--- config.mk ---
export PLATFORM = sky130hd
export DESIGN_NAME = bus_cycle_sequencer
export DESIGN_NICKNAME = d
export VERILOG_FILES = /design/src/rtl/bus_cycle_sequencer_pkg.sv /design/src/rtl/bus_cycle_sequencer_wait_counter.sv /design/src/rtl/bus_cycle_sequencer.sv
export SDC_FILE = /design/constraint.sdc
export NUM_CORES = 1
export LEC_CHECK = 0
export ABC_AREA = 1
export CORE_MARGIN = 1
export CORE_UTILIZATION = 45
export CTS_CLUSTER_SIZE = 40
export DETAILED_ROUTE_END_ITERATION = 12
export GPL_TIMING_DRIVEN = 0
export PLACE_DENSITY = 0.95
export SYNTH_ARGS = -nofsm -noshare
export SYNTH_HDL_FRONTEND = slang
export SYNTH_SLANG_ARGS = --single-unit
export TNS_END_PERCENT = 30
--- constraint.sdc ---
create_clock -name clk -period 2.6 [get_ports clk]
set_input_delay 0.26 -clock clk [delete_from_list [all_inputs] [get_ports clk]]
set_output_delay 0.26 -clock clk [all_outputs]
set_load 0.03 [all_outputs]
--- src/rtl/bus_cycle_sequencer_pkg.sv ---
`default_nettype none
// ============================================================================
// Module  : bus_cycle_sequencer_pkg
// Brief   : T-state codes shared with the bus interface unit, sequencer states
// Revision: 1.0
// ============================================================================
package bus_cycle_sequencer_pkg;

    localparam logic [2:0] c_TS_TI = 3'b111;
    localparam logic [2:0] c_TS_T1 = 3'b000;
    localparam logic [2:0] c_TS_T2 = 3'b010;
    localparam logic [2:0] c_TS_T3 = 3'b011;
    localparam logic [2:0] c_TS_TW = 3'b100;
    localparam logic [2:0] c_TS_T4 = 3'b110;

    typedef enum logic [2:0] {
        ST_TI = 3'd0,
        ST_TR = 3'd1,
        ST_T1 = 3'd2,
        ST_T2 = 3'd3,
        ST_T3 = 3'd4,
        ST_TW = 3'd5,
        ST_T4 = 3'd6
    } state_e;

    // TR shares the idle code so the bus unit sees busint/dtr_ settle first.
    function automatic logic [2:0] t_code(input state_e s);
        case (s)
            ST_T1:   t_code = c_TS_T1;
            ST_T2:   t_code = c_TS_T2;
            ST_T3:   t_code = c_TS_T3;
            ST_TW:   t_code = c_TS_TW;
            ST_T4:   t_code = c_TS_T4;
            default: t_code = c_TS_TI;
        endcase
    endfunction

endpackage
`default_nettype wire

--- src/rtl/bus_cycle_sequencer_wait_counter.sv ---
`default_nettype none
// ============================================================================
// Module  : wait_counter
// Brief   : 4-bit wait-state counter with timeout compare against MAX_WAIT
// Revision: 1.0
// ============================================================================
module wait_counter #(
    parameter int MAX_WAIT = 7
) (
    input  logic clk,
    input  logic rst,
    input  logic clear,
    input  logic enable,
    output logic timeout
);

    localparam logic [3:0] c_MAX = 4'(MAX_WAIT);

    logic [3:0] count_q;
    logic [3:0] count_d;

    always_comb begin
        count_d = count_q;
        if (clear) begin
            count_d = 4'd0;
        end else if (enable) begin
            count_d = count_q + 4'd1;
        end
    end

    always_ff @(posedge clk or posedge rst) begin
        if (rst) begin
            count_q <= 4'd0;
        end else begin
            count_q <= count_d;
        end
    end

    assign timeout = (count_q >= c_MAX);

endmodule
`default_nettype wire

--- src/rtl/bus_cycle_sequencer.sv ---
`default_nettype none
// ============================================================================
// Module  : bus_cycle_sequencer
// Brief   : T-state sequencer for one bus cycle with wait states and timeout
// Revision: 1.0
// ============================================================================
module bus_cycle_sequencer
    import bus_cycle_sequencer_pkg::*;
#(
    parameter int MAX_WAIT = 7
) (
    input  logic        clk,
    input  logic        rst,
    input  logic        req,
    input  logic        wr,
    input  logic [15:0] addr,
    input  logic [15:0] wdata,
    input  logic        ready,
    input  logic [15:0] din,
    output logic [2:0]  t_state,
    output logic        busint,
    output logic        dtr_,
    output logic [15:0] aout,
    output logic [15:0] dout,
    output logic        dout_oe,
    output logic [15:0] rdata,
    output logic        busy,
    output logic        done,
    output logic        err
);

    state_e      state_q, state_d;
    logic        dtr_q, dtr_d;
    logic [15:0] aout_q, aout_d;
    logic [15:0] dout_q, dout_d;
    logic [15:0] rdata_q, rdata_d;
    logic        err_q, err_d;
    logic        done_q, done_d;
    logic        w_wait_clear;
    logic        w_wait_en;
    logic        w_timeout;

    assign w_wait_clear = (state_q == ST_TI);

    wait_counter #(
        .MAX_WAIT (MAX_WAIT)
    ) u_wait_counter (
        .clk     (clk),
        .rst     (rst),
        .clear   (w_wait_clear),
        .enable  (w_wait_en),
        .timeout (w_timeout)
    );

    always_comb begin
        state_d   = state_q;
        dtr_d     = dtr_q;
        aout_d    = aout_q;
        dout_d    = dout_q;
        rdata_d   = rdata_q;
        err_d     = err_q;
        done_d    = (state_q == ST_T4);
        w_wait_en = 1'b0;
        case (state_q)
            ST_TI: begin
                if (req) begin
                    state_d = ST_TR;
                    dtr_d   = wr;
                    aout_d  = addr;
                    dout_d  = wdata;
                    err_d   = 1'b0;
                end
            end
            ST_TR: state_d = ST_T1;
            ST_T1: state_d = ST_T2;
            ST_T2: state_d = ST_T3;
            ST_T3, ST_TW: begin
                if (ready) begin
                    state_d = ST_T4;
                    if (!dtr_q) begin
                        rdata_d = din;
                    end
                end else if (!w_timeout) begin
                    // The counter is cleared in TI, so T3 never sees a timeout.
                    state_d   = ST_TW;
                    w_wait_en = 1'b1;
                end else begin
                    state_d = ST_T4;
                    err_d   = 1'b1;
                    rdata_d = 16'h0000;
                end
            end
            ST_T4:   state_d = ST_TI;
            default: state_d = ST_TI;
        endcase
    end

    always_ff @(posedge clk or posedge rst) begin
        if (rst) begin
            state_q <= ST_TI;
            dtr_q   <= 1'b0;
            aout_q  <= 16'h0000;
            dout_q  <= 16'h0000;
            rdata_q <= 16'h0000;
            err_q   <= 1'b0;
            done_q  <= 1'b0;
        end else begin
            state_q <= state_d;
            dtr_q   <= dtr_d;
            aout_q  <= aout_d;
            dout_q  <= dout_d;
            rdata_q <= rdata_d;
            err_q   <= err_d;
            done_q  <= done_d;
        end
    end

    assign t_state = t_code(state_q);
    assign busy    = (state_q != ST_TI);
    assign busint  = (state_q != ST_TI);
    assign dtr_    = dtr_q;
    assign aout    = aout_q;
    assign dout    = dout_q;
    assign dout_oe = dtr_q && ((state_q == ST_T2) || (state_q == ST_T3) ||
                               (state_q == ST_TW) || (state_q == ST_T4));
    assign rdata   = rdata_q;
    assign err     = err_q;
    assign done    = done_q;

endmodule
`default_nettype wire

* Yosys cells after proc, flatten, opt, wreduce, memory -nomap -nowiden
Cells that the tools add are included.
Word-level totals: register bits 58, bits of input ports 53, output and inout port bits 57
Operators by class: $add $sub $neg 1, magnitude comparators 1, equality and inequality tests 10, muxes and demuxes 17, reduce and logical (&&, ||, !) cells 13
Operators by type and width (count):
- 2-to-1 mux 16 bit | 3
- case mux 3 bit (5 select lines) | 2
- equality test 3 bit (second input constant) | 3
- 2-to-1 mux 4 bit | 2
- inequality test 2 bit (second input constant) | 4
- equality test 3 x 2 -> 1 bit (second input constant) | 2
- 2-to-1 mux 1 bit | 6
- nonzero test 2 bit | 3
- adder 4 x 1 -> 4 bit (second input constant) | 1
- greater-or-equal comparator 4 x 3 -> 1 bit (second input constant) | 1
- 2-to-1 mux 2 bit | 2
- AND reduction 4 bit | 1
- equality test 3 x 1 -> 1 bit (second input constant) | 1
- zero test 3 bit | 1
- logical OR 1 bit | 3
- 2-to-1 mux 3 bit | 1
- AND reduction 3 bit | 1
- nonzero test 3 bit | 1
- case mux 1 bit (2 select lines) | 1
- AND reduction 2 bit | 1
- OR reduction 2 bit | 1
- logical AND 1 bit | 1

* Longest topological paths before layout
depth in word-level cells 6, gate-level depth with buffers 8, mapped depth without buffers 7

* By module
A second synthesis with hierarchy kept.
Second synthesis, totals: cells, all modules 326, area total of the unflattened synthesis 2712.6 um^2
By module, submodules not included:
- bus_cycle_sequencer | times used 1, cells each 298, area an instance 2487.4 um^2, seq. area each 1351.3 um^2
- wait_counter | times used 1, cells each 28, area an instance 225.2 um^2, seq. area each 100.1 um^2

* Worst setup path before layout
Ideal clock, no wire load.
path kind register to register, from register dtr_q (netlist: dtr_), to register rdata_q[0] (netlist: rdata[0]), setup time 0.066 ns, data arrival time 1.358 ns, setup slack 1.175 ns, stages on the path, launching flop included 6, path through dfrtp_1 clkinv_1 o211ai_2 buf_6 nand2_1 nand2_1
On the way: cells in the longest elaborated chain, start to end 2
Ends and longest elaborated chain:
- start: declaration | line bus_cycle_sequencer.sv:33 | logic dtr_q, dtr_d;
- start signal: assignment | line bus_cycle_sequencer.sv:109 | dtr_q <= dtr_d;
- inequality test 2 bit (no source line)
- AND reduction 3 bit (no source line)
- end signal: assignment | line bus_cycle_sequencer.sv:112 | rdata_q <= rdata_d;
- end: declaration | line bus_cycle_sequencer.sv:36 | logic [15:0] rdata_q, rdata_d;
Every way passes these cells. A chain may end at the register's enable or synchronous reset.

* Worst setup path after layout
from register state_q[2], to output t_state[2]
On the way: cells in the longest elaborated chain, start to end 2, elaborated cells between the ends (all ways) 6, those cells by class eq/ne: 5; mux: 1
Ends and longest elaborated chain:
- start: declaration | line bus_cycle_sequencer.sv:32 | state_e state_q, state_d;
- start signal: assignment | line bus_cycle_sequencer.sv:108 | state_q <= state_d;
- equality test 3 bit / equality test 3 x 2 -> 1 bit (equally long branches) | line bus_cycle_sequencer_pkg.sv:28 | case (s)
- case mux 3 bit (5 select lines) (*) | line bus_cycle_sequencer_pkg.sv:28
- end: declaration | line bus_cycle_sequencer.sv:20 | output logic [2:0] t_state,
Every way passes the cells marked *; elsewhere a longest branch is shown, timed or not.

==> results.toml <==
[outcome]
status = "finished clean"

[finish]
diodes = 0
utilization_pct = 73.5
finalNonFillerCells = 472
final_layout_size_suffix_gt1_share_pct = 8.71
nNetsFinal = 453
fillers = 390
area_growth_pct = 55.4

[worst_setup_path]
crit_buf_inv = 4
reg2reg_slack_ns = 1.11
crit_family = "buffers and inverters"
r2r_cells = 6
crit_path_end = "t_state[2]"
critPathSlowestCell = "clkdlybuf4s50_1"
start_kind = "register"
endpoint_kind = "primary output"
cp_max_fo = 10
worstReg2RegStart = "state_q[1]$_DFFE_PP0N_"
cp.depth = 7
cp.arrival_ns = 2.14
worstSetupPathType = "register to primary output"
cpPeakStageDelay_ns = 0.68
cp_data_required_time_ns = 2.34
rr_endpoint = "dout[5]$_DFFE_PP0P_"
critPathLaunch = "state_q[2]$_DFFE_PP0N_"
path_cells = "inv_2 -> nor2_4 -> buf_6 -> inv_4 -> nand4_1 -> nand3_1 -> clkdlybuf4s50_1"

[routing]
vias_per_cell = 4.90
wirelength_mm = 6.55
drt_first_pass_iters = 4
drc_errors = 0
routedWlPerCell_um = 13.9
drt-initial-drc-count = 171
vias = 2311
drtAntennaViolNets = 0

[timing]
relSlewSlack_pct = 64.0
hold_viol_final = 0
fin_tns_setup_ns = 0
max_freq_mhz = 417
setup_viol = 0
tightest_slew_ns = 0.540
rsz0062_at_grt = "false"
slew_viol_final = 0
fin_crit_ns = 2.40
skew_ns = 0.00766
period_share_pct = 92.3

[grt]
overflow = 0
grt_pass1_vias = 2356
grt_start_max_net_pins = 35
grt_pass1_wl_mm = 10.2
antenna_found_initial = 0
grt_use_total_pct = 24.3

[clocking]
clock-sinks = 58
h-tree-depth = 3
clk_latency_ns = 0.32
root_buffer = "clkbuf_8"
cts_buffer_depth = 2
clk_pin_slew_ns = 0.06
cts_resized = 0
hold_buffers = 0
postCtsSetupRepairBufs = 0
cts-buffers-inserted = 9
cts_tree = "yes"

[yosys]
ys_ff_latch = 58
synth_top_cell_by_area = "dfrtp_1"
synth_seq_area_share_pct = 59.7
yosys-top-cells-area = "dfrtp_1, nand2_1, nand4_1"
syn-instance-count = 279
syn_area_um2 = 2430
yosys.area.top_type_share_pct = 59.7
synth_nets = 333
synth_cell_types = 22
synth_area_per_cell_um2 = 8.71
yosys_warnings = 0

[placed_design]
io_buffers = 108
post-dp-hpwl_mm = 4.77
gp_congestion = 0.802
place_inst = 458

[floorplanning]
die_x_um = 75.5
start_util_pct = 47.3
io_pins = 110
die_h_um = 75.5
coreArea_um2 = 5140
rows = 26
die_area_um2 = 5700

[min_path]
whs_path_depth = 3
hold_class = "input port to register"

[power]
p_per_area_nw_per_um2 = 1300
p_int_mw = 2.71
comb_power_share_pct = 54.7
power.leakage_nw = 1.90
p_sw_mw = 2.19
p_total_mw = 4.90
power_frac_seq_pct = 31.6
clock_power_share_pct = 13.7
irDropWorstVdd_mv = 0.714
swShare_pct = 44.7

[flow_run]
cap_violations = 0
## cells in the mapped netlist
library cell / number
ha_1: 1
o211ai_2: 1
buf_4: 4
clkbuf_1: 3
nand3_1: 3
nor2_1: 8
dfrtp_1: 58
nand4_1: 17
nor2_2: 1
buf_6: 2
nor2_8: 1
a21oi_1: 3
o31ai_1: 1
nor2_4: 1
nand2_1: 151
o21ai_0: 2
clkinv_1: 1
inv_4: 1
inv_2: 2
nand3_2: 2
buf_2: 4
inv_1: 12
## per-stage QoR
| step | cell area, um2 | worst slack (ns) | hold slack (ns) |
|---|---|---|---|
| 2_1_floorplan | 2430 | 0.912 | 0.370 |
| 3_3_place_gp | 3600 | -0.0924 | 0.452 |
| 3_5_place_dp | 3620 | 0.588 | 0.457 |
| 4_1_cts | 3780 | 0.216 | 0.257 |
| 5_1_grt | 3780 | 0.129 | 0.278 |
| 6_report | 3780 | 0.200 | 0.278 |
## cells in the final DEF, fill, tap and decap left out
cell type / instances
a21oi_1: 3
o21ai_0: 2
clkinv_1: 1
clkinv_2: 4
inv_1: 11
nand3_1: 3
nand2_1: 151
nor2_4: 1
nor2_1: 8
dfrtp_1: 58
clkbuf_1: 3
nor2_2: 1
o31ai_1: 1
buf_4: 4
inv_4: 1
o211ai_2: 1
clkdlybuf4s50_1: 108
ha_1: 1
buf_6: 2
nor2_8: 1
inv_2: 3
buf_12: 1
clkbuf_8: 10
nand4_1: 17
buf_2: 4
nand3_2: 2
## worst min-delay path by stage
stage          slack, ns                  start                    end
6_report            0.28                  ready  rdata[11]$_DFFE_PP0P_
5_1_grt             0.28                  ready   rdata[7]$_DFFE_PP0P_
4_1_cts             0.26                  ready   rdata[7]$_DFFE_PP0P_
3_3_place_gp        0.45  rdata[14]$_DFFE_PP0P_  rdata[14]$_DFFE_PP0P_
2_1_floorplan       0.37                addr[0]    aout[0]$_DFFE_PP0P_
3_5_place_dp        0.46   rdata[2]$_DFFE_PP0P_   rdata[2]$_DFFE_PP0P_
## cell families (layout without fill, tap and decap cells)
kind of cell / Yosys count / in the layout / synth area share [%]
simple gates: 184 / 184 / 31.9
flops: 58 / 58 / 59.7
buf+inv: 29 / 152 / 6.02
compound gates: 7 / 7 / 1.85
fa+ha+maj: 1 / 1 / 0.515
## power by group through the flow
| stage | clock [mW] | sequential, mW | combinational (mW) |
|---|---|---|---|
| 2_1_floorplan | 0 | 2.22 | 0.861 |
| 3_3_place_gp | 0 | 1.53 | 2.60 |
| 3_5_place_dp | 0 | 1.54 | 2.69 |
| 4_1_cts | 0.694 | 1.54 | 2.69 |
| 5_1_grt | 0.724 | 1.59 | 2.90 |
| 6_report | 0.673 | 1.55 | 2.68 |
## per-layer routing
| layer | share of wire, % | routed length [um] | up-vias | GRT usage [%] |
|---|---|---|---|---|
| met3 | 7.4 | 483 | 14 | 6.08 |
| met1 | 40 | 2630 | 1085 | 27.4 |
| li1 | - | - | 1111 | - |
| met5 | 0 | 0 | - | 0 |
| met4 | 2.1 | 137 | 0 | 12.6 |
| met2 | 50 | 3300 | 101 | 42.7 |
## worst reg2reg max path, stage by stage (launching register included)
cell and delay, ns:
dfrtp_1 0.47, nor2_2 0.20, nand3_2 0.21, inv_2 0.21
buf_4 0.20, nand2_1 0.08, nand2_1 0.06
## cell type report
type | instances | area, um2 | area share, %
sequential | 58 | 1450 | 38.4
timing repair buffer | 109 | 1100 | 29.1
multi-input combinational | 192 | 833 | 22.1
clock buffer | 10 | 138 | 3.64
tap | 70 | 87.6 | 2.32
buffer | 13 | 83.8 | 2.22
inverter | 16 | 62.6 | 1.66
clock inverter | 4 | 20.0 | 0.530
## state kept, by name (all words and copies together), names as in the netlist
signal,flops
state_q,3
err,1
aout,16
dout,16
dtr_,1
rdata,16
done,1
u_wait_counter.count_q,4
Power figures use the tool's default switching activity.
==> patch 1: new RTL, config.mk and constraints unchanged <==
Reset style: synchronous (`rst`), changed in 2 clocked blocks.
--- a/src/rtl/bus_cycle_sequencer_wait_counter.sv
+++ b/src/rtl/bus_cycle_sequencer_wait_counter.sv
@@ -29,5 +29,5 @@
     end
 
-    always_ff @(posedge clk or posedge rst) begin
+    always_ff @(posedge clk) begin
         if (rst) begin
             count_q <= 4'd0;
--- a/src/rtl/bus_cycle_sequencer.sv
+++ b/src/rtl/bus_cycle_sequencer.sv
@@ -96,5 +96,5 @@
     end
 
-    always_ff @(posedge clk or posedge rst) begin
+    always_ff @(posedge clk) begin
         if (rst) begin
             state_q <= ST_TI;
Behaviour: differs if rst is asserted again (counterexample within 4 cycles, from zero or initial values and one cycle with rst high); with rst held inactive, the same outputs for 10 cycles.
==> patch 1 against the original RTL <==
Power fell by 28%. Highest routed layer unchanged. Non-clock buffer count rose by 10. Worst setup slack improved by 0.051 ns. First-iteration DRC count rose by 42%. Combinational power fell by 41%. Final area fell by 0.73%. Routed wire length rose by 4.9%. Largest power group unchanged. Sequential cell count did not move. Die area fell by 1.6%. Area after synthesis fell by 1.7%. Critical path depth fell by 2.
==> patch 1: results (changes against the original RTL) <==
* Mux share of post-synthesis cell area at 0% (unchanged)
* Setup Fix Bufs, Post-CTS at 0 (unchanged)
* M1 GR Usage at 30.39% (+3.0 points)
* Number of buffers created by CTS at 9 (unchanged)
* GR Util All Layers at 25.52% (+1.2 points)
* Vias at 2642 (+14%)
* Post-synthesis cell type count at 21 (-4.5%)
* GPL Wtd Cong at 0.7997 (-0.31%)
* N_diodes at 0 (unchanged)
* Initial DRC count at 243 (+42%)
* Share of cells above drive strength 1 at 8.222% (-0.48 points)
* Pin count of the biggest net entering global routing at 11 (-69%)
* Worst Tran Pin Value at 0.4879 ns (-0.05201 ns)
* Routed met3 length at 417 µm (-14%)
* Worst hold path class: input port to flop
* Mapped Nets at 381 (+14%)
* Yosys Warn Count at 0 (unchanged)
* CP max stage cell: clkdlybuf4s50_1
* Global-route wire length before repair at 10.70 mm (+4.7%)
* Skew-Pair Late Insertion Delay at 0.32 ns (about the same)
* Status: complete, no violations
* WL per Instance at 13.21 µm (-4.8%)
* Prevailing post-synth register cell: dfxtp_1
* Post-CTS resize count at 0 (unchanged)
* Met1 WL at 2.751 mm (+4.8%)
* GRT met2 Usage at 42.94% (+0.28 points)
* Clk_skew at 0.006709 ns (-0.0009490 ns)
* Synth Area in Adders at 0.5236% (+0.0089 points)
* Top Layer Used: met4
* IO buf count at 107 (-0.93%)
* Maximum vdd drop at 636.9 µV (-11%)
* Sequential share of the synthesized area at 48.59% (-11 points)
* H-tree levels at 3 (unchanged)
* Share of synthesized registers carrying an async set or reset at 0% (-100 points)
* Initial antenna violation count at 0 (unchanged)
* Clock-pin slew on the worst setup and hold paths at 0.06 ns (about the same)
* Top cells by area, synth: dfxtp_1 (49%), nand2_1 (13%), a21oi_1 (12%)
* Grt met3 use at 6.693% (+0.61 points)
* Placed cell area at 0.003548 mm² (-2.0%)
* Leakage dissipation at 1.440 nW (-24%)
* Nets@finish at 499 (+10%)
* CTS Root Cell: clkbuf_8
* CP max stage delay at 0.67 ns
* Critical Path AT at 2.09 ns (-0.05 ns)
* Xor/xnor share of the synthesized area at 0% (unchanged)
* Worst-path maximum fanout at 6 (-4)
* Post-synthesis compound-gate area fraction at 13.66% (+12 points)
* Crit path max-delay family: buffers and inverters
* Number of global-route vias before repair at 2372 (+0.68%)
* Grt ovf at 0 (unchanged)
* DR WL met2 at 3.563 mm (+7.9%)
* Dpl hpwl at 5.069 mm (+6.2%)
* Clk buf depth at 2 (unchanged)
* DRT Pass-1 Iters at 4 (unchanged)
* Post-synth top cells: nand2_1 (85), dfxtp_1 (58), a21oi_1 (57)
## patch 1: cell types whose count changed after synthesis, moves of 4 or more
cell,unedited run,this run
nand2_1,151,85
dfrtp_1,58,0
dfxtp_1,0,58
a21oi_1,3,57
nand3_1,3,54
nand4_1,17,1
nor2_1,8,23
buf_2,4,10
clkbuf_1,3,8
inv_1,12,7
o21ai_0,2,6
## patch 1: final cells by class
| cell class | instances | area (µm²) |
|---|---|---|
| Buffer | 25 | 132.6 |
| Timing Repair Buffer | 107 | 1071 |
| Sequential cell | 58 | 1161 |
| Tap cell | 70 | 87.58 |
| Inverter | 11 | 41.29 |
| Multi-Input combinational cell | 233 | 1055 |
| Fill cell | 391 | 1358 |
| Clock buffer | 15 | 196.4 |
| Clock inverter | 1 | 5.005 |
## patch 1: final timing paths
path,startpoint,cells after the start,slack (ns),endpoint
max,state_q[2],5,0.25,t_state[2]
min,rst,2,0.25,aout[7]
max reg2reg,u_wait_counter.count_q[1],9,1.01,rdata[9]
min reg2reg,dout[0],2,0.46,dout[0]
## patch 1: per-stage QoR
| stage | hold WS, ns | setup slack [ns] | std cells | power (mW) |
|---|---|---|---|---|
| 2_1_floorplan | 0.4200 | 1.135 | 327 | 2.120 |
| 6_report | 0.2503 | 0.2517 | 520 | 3.518 |
| 5_1_grt | 0.2597 | 0.1749 | 520 | 3.701 |
| 3_3_place_gp | 0.4515 | 0.6388 | 504 | 2.681 |
| 4_1_cts | 0.2417 | 0.2663 | 520 | 3.527 |
| 3_5_place_dp | 0.4550 | 0.6156 | 504 | 2.720 |
## patch 1: where the power goes
part	total, mW	internal [mW]	switching (mW)
clock	0.808	0.476	0.333
sequential	1.12	1.04	0.0879
combinational	1.59	0.624	0.961
==> patch 2: new RTL, same flow settings <==
Made on the original files. `MAX_WAIT` is set to 7 in 2 places; all go to 5.
--- a/src/rtl/bus_cycle_sequencer_wait_counter.sv
+++ b/src/rtl/bus_cycle_sequencer_wait_counter.sv
@@ -6,5 +6,5 @@
 // ============================================================================
 module wait_counter #(
-    parameter int MAX_WAIT = 7
+    parameter int MAX_WAIT = 5
 ) (
     input  logic clk,
--- a/src/rtl/bus_cycle_sequencer.sv
+++ b/src/rtl/bus_cycle_sequencer.sv
@@ -8,5 +8,5 @@
     import bus_cycle_sequencer_pkg::*;
 #(
-    parameter int MAX_WAIT = 7
+    parameter int MAX_WAIT = 5
 ) (
     input  logic        clk,
Behaviour: same outputs for any inputs over 10 cycles, from zero or initial values and one cycle with rst high; that may be too few to reach the edited logic, so the function may still have changed.
==> patch 2 against the original RTL <==
Non-clock buffer count rose by 2. Sequential cell count did not move. Synthesized cell count rose by 2.5%. Clock power rose by 16%. First-iteration DRC count fell by 24%. Cell count rose by 1.7%. Worst setup slack improved by 0.052 ns. Count of clock-buffer cells in the layout did not move. Sequential power barely moved. Final area rose by 2.3%. Area after synthesis rose by 2.8%. Routed wire length fell by 1.5%. Power rose by 3.4%. Combinational power rose by 3%.
==> patch 2: results (changes against the original RTL) <==
* Initial DRC count at 130 (-24%)
* Critical Path AT at 2.09 ns (-0.05 ns)
* Non-clk invs at 15 (-1)
* Seq_cells at 58 (unchanged)
* GPL Wtd Cong at 0.7947 (-0.93%)
* #MultiIn Comb at 197 (+2.6%)
* Vias at 2391 (+3.5%)
* Share of cells above drive strength 1 at 9.024% (+0.32 points)
* Pin count of the biggest net entering global routing at 42 (+20%)
* Global-route wire length before repair at 10.92 mm (+6.7%)
* Nets@finish at 461 (+1.8%)
* Multi-input gate area at 908.4 µm² (+9.0%)
* Post-synth top cells: nand2_1 (114), dfrtp_1 (58), nand3_1 (44)
* Non-clock buffer share of cell area at 30.41% (-0.96 points)
* Combinational power at 2.75 mW (+3%)
* Sequential share of the synthesized area at 58.06% (-1.6 points)
* WL per Instance at 13.43 µm (-3.2%)
* IO buf count at 107 (-0.93%)
* Pre-CTS WS at 0.6326 ns (+0.04492 ns)
* Leakage dissipation at 1.872 nW (-1.5%)
* Top cells by area, synth: dfrtp_1 (58%), nand2_1 (17%), nand3_1 (8.8%)
* Maximum vdd drop at 773.2 µV (+8.4%)
* Slew headroom at 72.77% (+8.8 points)
* Worst-path maximum fanout at 6 (-4)
* Status: complete, no violations
* Worst hold path class: input port to asynchronous set/reset pin
* Pint at 2.818 mW (+3.9%)
* CP Launch Point: state_q[1]
* GR Util All Layers at 23.79% (-0.51 points)
* Signal buffers at 124 (+1.6%)
* R2R Path Start: u_wait_counter.count_q[0]
* Clock buf/inv share at 4.793% (+0.62 points)
patch 2: cells by family (layout without fill, tap and decap cells):
logic type | Yosys count | after routing | synth area share, %
adders and majority gates | 3 | 3 | 1.502
xor gates and xnor gates | 1 | 1 | 0.3504
AOI/OAI and AO/OA | 20 | 20 | 4.104
and+or+nand+nor | 173 | 173 | 30.38
buffers and inverters | 31 | 155 | 5.605
DFF | 58 | 58 | 58.06
patch 2: metrics by stage:
stage	util [%]	total power [mW]	cells	instance area, µm²
floorplan	-	3.133	286	2500
global placement	69.85	4.201	463	3659
detailed placement	70.23	4.302	464	3679
CTS	73.77	5.103	480	3864
global route	73.77	5.379	480	3864
finish	73.77	5.071	480	3864
patch 2: worst reg2reg max path: stages, from the launching register on:
cell and delay [ns]:
dfrtp_1 0.43, inv_1 0.09, ha_1 0.20, nand2_1 0.06, nand2_1 0.08, nand3_1 0.12, nand3_2 0.12, buf_2 0.21
nand2_1 0.07, o21ai_1 0.07
patch 2: path summary, 6_finish.rpt:
kind	to	slack (ns)	cells past startpoint
worst max-delay path	t_state[2]	0.25	6
worst min-delay path	rdata[2]	0.24	2
worst max register to register	rdata[9]	1.02	9
worst min register to register	err	0.47	2
max in group asynchronous	dout[2]	1.81	3
min in group clk	rdata[11]	0.28	3
patch 2: per-layer routing:
| metal | up-vias | global-route usage [%] | wire length, µm |
|---|---|---|---|
| met1 | 1130 | 26.76 | 2606 |
| met3 | 10 | 8.263 | 528 |
| li1 | 1156 | - | - |
| met4 | 0 | 10.38 | 69 |
| met5 | - | 0 | 0 |
| met2 | 95 | 40.72 | 3244 |
